$ cat src/rtl/tlc_mon_pkg.sv
// Shared types for the traffic-light output monitor.
// Phase, fault-cause and lamp encodings plus phase-order helpers.
package tlc_mon_pkg;

    typedef enum logic [2:0] {
        PH_NS_G  = 3'd0,
        PH_NS_Y  = 3'd1,
        PH_AR1   = 3'd2,
        PH_EW_G  = 3'd3,
        PH_EW_Y  = 3'd4,
        PH_AR2   = 3'd5,
        PH_FAULT = 3'd6,
        PH_HUNT  = 3'd7
    } phase_e;

    typedef enum logic [2:0] {
        FC_NONE     = 3'd0,
        FC_ENC      = 3'd1,
        FC_CONFLICT = 3'd2,
        FC_SEQ      = 3'd3,
        FC_TIMING   = 3'd4
    } fcode_e;

    typedef enum logic [2:0] {
        RAW_NS_G   = 3'd0,
        RAW_NS_Y   = 3'd1,
        RAW_EW_G   = 3'd2,
        RAW_EW_Y   = 3'd3,
        RAW_ALLRED = 3'd4
    } raw_e;

    localparam logic [2:0] LAMP_G = 3'b001;
    localparam logic [2:0] LAMP_Y = 3'b010;
    localparam logic [2:0] LAMP_R = 3'b100;

    // Lamp pattern a tracked phase shows; both all-red phases look alike.
    function automatic raw_e phase_lamps(input phase_e p);
        case (p)
            PH_NS_G: phase_lamps = RAW_NS_G;
            PH_NS_Y: phase_lamps = RAW_NS_Y;
            PH_EW_G: phase_lamps = RAW_EW_G;
            PH_EW_Y: phase_lamps = RAW_EW_Y;
            default: phase_lamps = RAW_ALLRED;
        endcase
    endfunction

    // Legal successor in the locked cycle.
    function automatic phase_e phase_succ(input phase_e p);
        case (p)
            PH_NS_G: phase_succ = PH_NS_Y;
            PH_NS_Y: phase_succ = PH_AR1;
            PH_AR1:  phase_succ = PH_EW_G;
            PH_EW_G: phase_succ = PH_EW_Y;
            PH_EW_Y: phase_succ = PH_AR2;
            default: phase_succ = PH_NS_G;
        endcase
    endfunction

    // Phase to lock onto from HUNT; all-red is ambiguous and stays HUNT.
    function automatic phase_e raw_to_phase(input raw_e r);
        case (r)
            RAW_NS_G: raw_to_phase = PH_NS_G;
            RAW_NS_Y: raw_to_phase = PH_NS_Y;
            RAW_EW_G: raw_to_phase = PH_EW_G;
            RAW_EW_Y: raw_to_phase = PH_EW_Y;
            default:  raw_to_phase = PH_HUNT;
        endcase
    endfunction

endpackage

$ cat src/rtl/tlc_light_decode.sv
// Combinational lamp decoder for the monitor.
// Flags bad encodings and conflicts and classifies the lamp pair.
module tlc_light_decode
    import tlc_mon_pkg::*;
(
    input  logic [2:0] N_S,
    input  logic [2:0] E_W,
    output logic       enc_err,
    output logic       conflict,
    output raw_e       raw_phase
);

    logic ns_oh;
    logic ew_oh;

    assign ns_oh    = (N_S == LAMP_G) || (N_S == LAMP_Y) || (N_S == LAMP_R);
    assign ew_oh    = (E_W == LAMP_G) || (E_W == LAMP_Y) || (E_W == LAMP_R);
    assign enc_err  = !ns_oh || !ew_oh;
    assign conflict = (N_S != LAMP_R) && (E_W != LAMP_R);

    // Classify the lamp pair; only meaningful when neither error is set.
    always_comb begin
        raw_phase = RAW_ALLRED;
        unique case (1'b1)
            (N_S == LAMP_G) && (E_W == LAMP_R): raw_phase = RAW_NS_G;
            (N_S == LAMP_Y) && (E_W == LAMP_R): raw_phase = RAW_NS_Y;
            (N_S == LAMP_R) && (E_W == LAMP_G): raw_phase = RAW_EW_G;
            (N_S == LAMP_R) && (E_W == LAMP_Y): raw_phase = RAW_EW_Y;
            default:                            raw_phase = RAW_ALLRED;
        endcase
    end

endmodule

$ cat src/rtl/tlc_monitor.sv
// Safety/compliance monitor on the traffic-light lamp outputs.
// Tracks phase order and dwell, latches the first violation.
module tlc_monitor
    import tlc_mon_pkg::*;
#(
    parameter int unsigned T_GREEN  = 16,
    parameter int unsigned T_YELLOW = 3,
    parameter int unsigned T_ALLRED = 3,
    parameter int unsigned TOL      = 1
) (
    input  logic       clk,
    input  logic       rst,
    input  logic [2:0] N_S,
    input  logic [2:0] E_W,
    input  logic       clr,
    output logic [2:0] phase,
    output logic       locked,
    output logic       fault,
    output logic [2:0] fault_code,
    output logic       cycle_done,
    output logic [7:0] cycle_count
);

    localparam int unsigned G_LO = (T_GREEN  > TOL + 1) ? T_GREEN  - TOL : 1;
    localparam int unsigned Y_LO = (T_YELLOW > TOL + 1) ? T_YELLOW - TOL : 1;
    localparam int unsigned R_LO = (T_ALLRED > TOL + 1) ? T_ALLRED - TOL : 1;

    localparam logic [7:0] G_HI = 8'(T_GREEN + TOL);
    localparam logic [7:0] Y_HI = 8'(T_YELLOW + TOL);
    localparam logic [7:0] R_HI = 8'(T_ALLRED + TOL);

    logic   enc_err;
    logic   conflict;
    raw_e   raw;

    phase_e phase_q, phase_d;
    fcode_e code_q, code_d;
    logic   locked_q, locked_d;
    logic   fault_q, fault_d;
    logic   first_q, first_d;
    logic   done_q, done_d;
    logic [7:0] dwell_q, dwell_d;
    logic [7:0] count_q, count_d;
    logic [7:0] dwell_lo;
    logic [7:0] dwell_hi;
    fcode_e viol;
    phase_e nxt;

    tlc_light_decode u_dec (
        .N_S       (N_S),
        .E_W       (E_W),
        .enc_err   (enc_err),
        .conflict  (conflict),
        .raw_phase (raw)
    );

    // Dwell window for the phase currently being tracked.
    always_comb begin
        dwell_lo = 8'(R_LO);
        dwell_hi = R_HI;
        case (phase_q)
            PH_NS_G, PH_EW_G: begin
                dwell_lo = 8'(G_LO);
                dwell_hi = G_HI;
            end
            PH_NS_Y, PH_EW_Y: begin
                dwell_lo = 8'(Y_LO);
                dwell_hi = Y_HI;
            end
            default: ;
        endcase
    end

    // Next-state: lock, track order/dwell, prioritise and latch faults.
    always_comb begin
        phase_d  = phase_q;
        code_d   = code_q;
        locked_d = locked_q;
        fault_d  = fault_q;
        first_d  = first_q;
        dwell_d  = dwell_q;
        count_d  = count_q;
        done_d   = 1'b0;
        viol     = FC_NONE;
        nxt      = phase_succ(phase_q);
        if (clr) begin
            phase_d  = PH_HUNT;
            code_d   = FC_NONE;
            locked_d = 1'b0;
            fault_d  = 1'b0;
            first_d  = 1'b0;
            dwell_d  = 8'd0;
        end else if (phase_q != PH_FAULT) begin
            if (enc_err) begin
                viol = FC_ENC;
            end else if (conflict) begin
                viol = FC_CONFLICT;
            end else if (phase_q == PH_HUNT) begin
                if (raw != RAW_ALLRED) begin
                    phase_d  = raw_to_phase(raw);
                    locked_d = 1'b1;
                    first_d  = 1'b1;
                    dwell_d  = 8'd1;
                end
            end else if (raw == phase_lamps(phase_q)) begin
                if (dwell_q >= dwell_hi) begin
                    viol = FC_TIMING;
                end else if (dwell_q != 8'hFF) begin
                    dwell_d = dwell_q + 8'd1;
                end
            end else if (raw == phase_lamps(nxt)) begin
                if (!first_q && (dwell_q < dwell_lo)) begin
                    viol = FC_TIMING;
                end else begin
                    phase_d = nxt;
                    first_d = 1'b0;
                    dwell_d = 8'd1;
                    if (phase_q == PH_AR2) begin
                        done_d  = 1'b1;
                        count_d = count_q + 8'd1;
                    end
                end
            end else begin
                viol = FC_SEQ;
            end
            if (viol != FC_NONE) begin
                phase_d  = PH_FAULT;
                code_d   = viol;
                fault_d  = 1'b1;
                locked_d = 1'b0;
                done_d   = 1'b0;
                count_d  = count_q;
            end
        end
    end

    // State registers with synchronous active-low reset.
    always_ff @(posedge clk) begin
        if (!rst) begin
            phase_q  <= PH_HUNT;
            code_q   <= FC_NONE;
            locked_q <= 1'b0;
            fault_q  <= 1'b0;
            first_q  <= 1'b0;
            done_q   <= 1'b0;
            dwell_q  <= 8'd0;
            count_q  <= 8'd0;
        end else begin
            phase_q  <= phase_d;
            code_q   <= code_d;
            locked_q <= locked_d;
            fault_q  <= fault_d;
            first_q  <= first_d;
            done_q   <= done_d;
            dwell_q  <= dwell_d;
            count_q  <= count_d;
        end
    end

    assign phase       = phase_q;
    assign locked      = locked_q;
    assign fault       = fault_q;
    assign fault_code  = code_q;
    assign cycle_done  = done_q;
    assign cycle_count = count_q;

endmodule

$ cat config.mk
export PLATFORM = sky130hd
export DESIGN_NAME = tlc_monitor
export DESIGN_NICKNAME = d
export VERILOG_FILES = /design/src/rtl/tlc_mon_pkg.sv /design/src/rtl/tlc_light_decode.sv /design/src/rtl/tlc_monitor.sv
export SDC_FILE = /design/constraint.sdc
export NUM_CORES = 1
export LEC_CHECK = 0
export ABC_AREA = 1
export BUFFER_PORTS_ARGS = -buffer_cell sky130_fd_sc_hd__buf_2
export CAP_MARGIN = 20
export CORE_MARGIN = 2
export CORE_UTILIZATION = 50
export CTS_BUF_LIST = sky130_fd_sc_hd__clkbuf_4 sky130_fd_sc_hd__clkbuf_8 sky130_fd_sc_hd__clkbuf_16
export DETAILED_ROUTE_END_ITERATION = 8
export GPL_TIMING_DRIVEN = 0
export PLACE_DENSITY = 0.78
export SLEW_MARGIN = 20
export SYNTH_ARGS = -nofsm -noshare
export SYNTH_HDL_FRONTEND = slang
export SYNTH_HIERARCHICAL = 1
export SYNTH_SLANG_ARGS = --single-unit
$ cat constraint.sdc
create_clock -name clk -period 3.65 [get_ports clk]
set_clock_uncertainty 0.2 [all_clocks]
set_input_delay 0.73 -clock clk [delete_from_list [all_inputs] [get_ports clk]]
set_output_delay 0.73 -clock clk [all_outputs]
set_load 0.02 [all_outputs]
Yosys cells after proc, flatten, opt, wreduce, memory -nomap -nowiden
Index checks and enable logic that the tools add are counted.
{"block": "op_classes", "bitwise_logic": 10, "eq_ne": 36, "muxes": 52, "magnitude_cmp": 2, "div_mod_pow": 0, "n_reduce_logical": 32, "n_addsub": 2, "n_mul": 0, "n_shift": 0}
{"cell": "$mux 3", "count": 28}
{"cell": "$mux 8", "count": 7}
{"cell": "$pmux 3 s4", "count": 4}
{"cell": "$eq 3x2->1 const B", "count": 7}
{"cell": "$eq 3x3->1 const B", "count": 6}
{"cell": "$ne 3x3->1 const B", "count": 6}
{"cell": "$add 8x1->8 const B", "count": 2}
{"cell": "$eq 3x1->1 const B", "count": 5}
{"cell": "$pmux 3 s5", "count": 1}
{"cell": "$reduce_and 7->1", "count": 2}
{"cell": "$mux 1", "count": 10}
{"cell": "$not 1->1", "count": 10}
{"cell": "$reduce_and 10->1", "count": 1}
{"cell": "$reduce_or 10->1", "count": 1}
{"cell": "$logic_not 3->1", "count": 3}
{"cell": "$ne 3x2->1 const B", "count": 3}
{"cell": "$reduce_bool 3->1", "count": 3}
{"cell": "$ge 8x8->1", "count": 1}
{"cell": "$lt 8x8->1", "count": 1}
{"cell": "$ne 8x8->1 const B", "count": 1}
{"cell": "$reduce_and 8->1", "count": 1}
{"cell": "$eq 3x3->1", "count": 2}
{"cell": "$logic_and 1x1->1", "count": 6}
{"cell": "$ne 2x1->1 const B", "count": 3}
{"cell": "10 further kinds", "count": 20}
{"block": "totals", "rom_bits": 0, "ff_bits": 26, "memories": 0, "latchBits": 0, "input_bits": 9, "out_inout_bits": 17, "mem_bits_rw": 0}

Depth between registers and ports, before layout
{"block": "depth", "word_depth": 26, "mapped_depth": 20, "depth_no_buf": 20}

Cells and area by module
Netlist, hierarchy kept.
{"mod": "tlc_monitor", "cells_each": 257, "n_inst": 1, "area_per_inst_um2": 1853.0}
{"mod": "tlc_light_decode", "cells_each": 28, "n_inst": 1, "area_per_inst_um2": 135.1}

Least setup slack after synthesis
OpenSTA, ideal clock, no wires.
{"block": "synth_timing", "path_kind": "input to register", "from": "input E_W[1]", "to": "register phase_q[1] (netlist: phase[1])", "path_buffers": 0, "path_stages": 16, "setup_time_ns": 0.140, "path_slack_ns": 1.092, "arrival_ns": 2.218, "cell_sequence": "inv_2 nand3_1 o21ai_1 inv_1 nand2_1 nand2_1 nor2_2 nand2_4 nand3_4 nand2_2 clkinv_2 nand2_4 nand2_8 nand2_4 nand2_1 nand3_1"}
{"block": "synth_via", "elab_chain_cells": 14}
{"item": "start: declaration", "line_no": "tlc_monitor.sv:14", "rtl": "input logic [2:0] E_W,"}
{"item": "$eq 3x2->1, or another cell as far along", "line_no": "tlc_light_decode.sv:28", "rtl": "(N_S == LAMP_R) && (E_W == LAMP_Y): raw_phase = RAW_EW_Y;"}
{"item": "$logic_and 1x1->1, on equally long branches"}
{"item": "$pmux 3 s4 (*)", "line_no": "tlc_light_decode.sv:24", "rtl": "unique case (1'b1)"}
{"item": "net raw[0]", "line_no": "tlc_monitor.sv:34", "rtl": "raw_e raw;"}
{"item": "$eq 3x3->1", "line_no": "tlc_monitor.sv:111", "rtl": "end else if (raw == phase_lamps(nxt)) begin"}
{"item": "$mux 3", "line_no": "tlc_monitor.sv:111"}
{"item": "$mux 3", "line_no": "tlc_monitor.sv:105", "rtl": "end else if (raw == phase_lamps(phase_q)) begin"}
{"item": "$mux 3", "line_no": "tlc_monitor.sv:98", "rtl": "end else if (phase_q == PH_HUNT) begin"}
{"item": "$mux 3", "line_no": "tlc_monitor.sv:96", "rtl": "end else if (conflict) begin"}
{"item": "$mux 3", "line_no": "tlc_monitor.sv:94", "rtl": "if (enc_err) begin"}
{"item": "$mux 3", "line_no": "tlc_monitor.sv:93", "rtl": "end else if (phase_q != PH_FAULT) begin"}
{"item": "$mux 3", "line_no": "tlc_monitor.sv:86", "rtl": "if (clr) begin"}
{"item": "$reduce_bool 3->1", "line_no": "tlc_monitor.sv:126", "rtl": "if (viol != FC_NONE) begin"}
{"item": "$ne 3x1->1 (no line), or another cell as far along"}
{"item": "$reduce_and 7->1 (no line)"}
{"item": "end signal: assignment", "line_no": "tlc_monitor.sv:149", "rtl": "phase_q <= phase_d;"}
{"item": "end: declaration", "line_no": "tlc_monitor.sv:36", "rtl": "phase_e phase_q, phase_d;"}
Mark *: on every way through the listed nets, which the timed path passes. The rest lies on a longest branch. The select of a mux whose other input is x is not followed.
A chain may end at the register's enable or synchronous reset.

Worst setup path in the final report
{"block": "layout_timing", "from": "input E_W[1]", "to": "register phase_q[2] (netlist: phase[2])"}
Same word-level chain as after synthesis.

==> out/results.tsv <==
stage	metric	value	unit
synthesis	synth warn	6	
grt	vias in the first global route	1701	
timing	final hold vios	0	
pwr	worst vdd ir	0.161	mV
cells_and_area	final core utilization	59.2	%
setup_path	FF-to-FF path depth	16	
timing	min Tclk post-route	2.83	ns
drt	met2 routed WL	1940	um
cells_and_area	share of post-route cells with drive strength above 1	28.4	%
grt	largest net degree at the start of global routing	14	
flow_run	total of max-cap violations	0	
setup_path	Setup CP Type	in -> reg	
clocking	Worst-Skew Late Latency	0.26	ns
synthesis	FFs w/ async S/R, synth	0	%
synthesis	syn_area_per_cell	6.98	um^2
grt	Total GRT Usage	20.3	%
cells_and_area	final net count	328	
setup_path	reg-to-reg endpoint	phase[2]$_SDFFE_PP1P_	
grt	first-pass GRT wire length	7110	um
setup_path	reg-to-reg slack, setup	1.08	ns
timing	Tcrit/Tclk final	77.6	%
synthesis	post-synth net total	298	
drt	met3 wire len	127	um
drt	drt total wl	4170	um
clocking	clk root buf	clkbuf_8	
drt	DR vias	1865	
synthesis	Post-synth EDFFs	0	
clocking	CTS tree	built	
clocking	cts repair resizes	0	
cells_and_area	P&R area growth vs syn	11.4	%
synthesis	post-synthesis sequential area ratio	26.2	%
timing	Final WS setup	0.819	ns
synthesis	post-synth cell types	38	
synthesis	top-count cell post-synth	nand2_1	
timing	Achievable Freq	0.353	GHz
timing	setup violators final	0	
setup_path	CP endpoint kind	flop	
drt	DRT Pass-1 Iters	4	
clocking	setup repair bufs after CTS	0	
clocking	CTS Hold Bufs	0	
die	Die X	67.1	um
synthesis	Post-synth top cells	nand2_1 (62), inv_1 (29), nand3_1 (28)	
outcome	status	complete, no violations	
grt	initial antenna violation count	0	
clocking	Bufs on Longest Clock Path	2	
synthesis	#FFs+latches synth	26	
worst_hold_path	Hold/Removal Path Class	reg -> reg	
drt	Antenna Nets Post-Route	0	
pwr	leakage	1.02	nW
drt	vias per inst	5.17	
setup_path	Worst setup startpoint	E_W[1]	
placed_design	DP HPWL	3310	um
synthesis	top_reg_cell synth	dfxtp_1	
cells_and_area	diode count	0	
grt	grt ovf	0	
drt	initial drt markers	112	
synthesis	top cell type's share of synthesized area	26.2	%
die	initial core utilization	53.1	%
die	Die H	67.1	um
timing	RSZ-0062 raised after global routing	no	
drt	drt wl/cell	11.6	um
clocking	clk sink count	26	
drt	top routing layer in use	met4	
drt	DRC	0	
timing	Setup TNS	0	ns
die	area of the core	0.00374	mm^2
placed_design	dpl ws	0.560	ns
synthesis	Synth area leaders	dfxtp_1 (26%), nand2_1 (12%), nand3_1 (7.0%)	
timing	Pins Over Slew Limit	0	
placed_design	I/O Buffers	25	
cells_and_area	final non-filler cell total	361	
clocking	Clock transition at path regs	0.08	ns
setup_path	Worst Path Arrival	2.76	ns
clocking	number of buffers created by CTS	3	
setup_path	CP max FO	8	
setup_path	Worst Setup Start Kind	primary input	
setup_path	worst path required time	3.58	ns
die	Cell Rows	22	
synthesis	Synth Instances	285	
timing	Slew Limit Headroom	58.7	%
drt	met1 wire length	2020	um
synthesis	Post-Syn Area	0.00199	mm^2
setup_path	R2R Path Start	phase[2]$_SDFFE_PP1P_	
pwr	Pwr per Cell Area	259	mW/mm^2
placed_design	Placer Congestion	0.821	
setup_path	crit path to	phase[2]$_SDFFE_PP1P_	
clocking	H-Tree Depth	1	
die	Die ar.	0.00450	mm^2
placed_design	Placed Cells	358	
timing	Worst Max-Slew Pin Slew	0.617	ns
die	Ports	26	
synthesis	Yosys top cell by area	dfxtp_1	
state kept, by name, summed over array words and instances, names as in the netlist:
signal and cells:
cycle_count 8, dwell_q 8, fault_code 3, locked 1
phase 3, cycle_done 1, first_q 1, fault 1
worst max-delay path, cell delays in order:
cell and delay (ns):
buf_2 0.11, inv_2 0.06, nand3_1 0.13, o21ai_1 0.47, inv_1 0.20, nand2_1 0.14, nand2_1 0.07, nor2_2 0.13
nand2_4 0.10, nand3_4 0.11, nand2_2 0.06, clkinv_2 0.08, nand2_4 0.08, nand2_8 0.10, nand2_4 0.06, nand2_1 0.07
nand3_1 0.06
worst min-delay path by stage:
stage	end	start	slack [ns]	cells after the start
floorplan	dwell_q[7]$_SDFFE_PP0P_	dwell_q[7]$_SDFFE_PP0P_	0.22	2
global placement	dwell_q[5]$_SDFFE_PP0P_	dwell_q[5]$_SDFFE_PP0P_	0.24	2
detailed placement	dwell_q[5]$_SDFFE_PP0P_	dwell_q[5]$_SDFFE_PP0P_	0.24	2
CTS	dwell_q[5]$_SDFFE_PP0P_	dwell_q[5]$_SDFFE_PP0P_	0.25	2
global route	dwell_q[5]$_SDFFE_PP0P_	dwell_q[5]$_SDFFE_PP0P_	0.27	2
finish	dwell_q[7]$_SDFFE_PP0P_	dwell_q[7]$_SDFFE_PP0P_	0.25	2
power breakdown:
part           leakage [nW]  internal, mW  total, mW  switching [mW]
clock                0.0216        0.0737      0.153          0.0791
sequential            0.210         0.287      0.290         0.00301
combinational         0.790        0.0415      0.130          0.0889
total                  1.02         0.402      0.573           0.171
kinds of logic after synthesis:
kind of cell,synth area share (%)
AND/OR/NAND/NOR,47.5
AO/OA/AOI/OAI,10.8
adder cells (fa/ha/maj),2.52
buffers and inverters,9.50
flip-flops,26.2
XOR/XNOR,3.46
cell usage in the layout (no fill, tap or decap), types with 5 or more instances in the layout:
| cell type | Yosys | layout |
|---|---|---|
| nor2_1 | 24 | 24 |
| nand2_4 | 8 | 8 |
| nand3_1 | 28 | 28 |
| inv_1 | 29 | 29 |
| dfxtp_1 | 26 | 26 |
| nor3_1 | 7 | 7 |
| o21ai_0 | 8 | 8 |
| nor2_4 | 5 | 5 |
| inv_2 | 10 | 10 |
| a21oi_1 | 16 | 16 |
| buf_2 | 1 | 26 |
| nand2_1 | 62 | 62 |
| nand2_2 | 10 | 10 |
final cells by class:
| type | instances | area (um^2) |
|---|---|---|
| fillers | 376 | 1530 |
| multi-input cells | 214 | 1280 |
| flip-flops and latches | 26 | 520 |
| inverters | 42 | 161 |
| repair buffers | 25 | 125 |
| well taps | 48 | 60.1 |
| clock buffers | 3 | 41.3 |
| plain buffers | 3 | 27.5 |
per-stage QoR:
step,power (mW),cell area (um^2),hold slack (ns)
after floorplan,0.398,1990,0.223
final,0.573,2210,0.250
after global routing,0.603,2210,0.267
after detailed placement,0.426,2170,0.240
after CTS,0.579,2210,0.252
after global placement,0.424,2170,0.236
routing by layer:
layer	vias to the layer above	global-route usage [%]
met5	-	0
met4	0	5.61
met3	8	3.21
met2	33	35.1
met1	853	25.7
li1	971	-
Note: power is estimated with default switching activity, not from simulation.
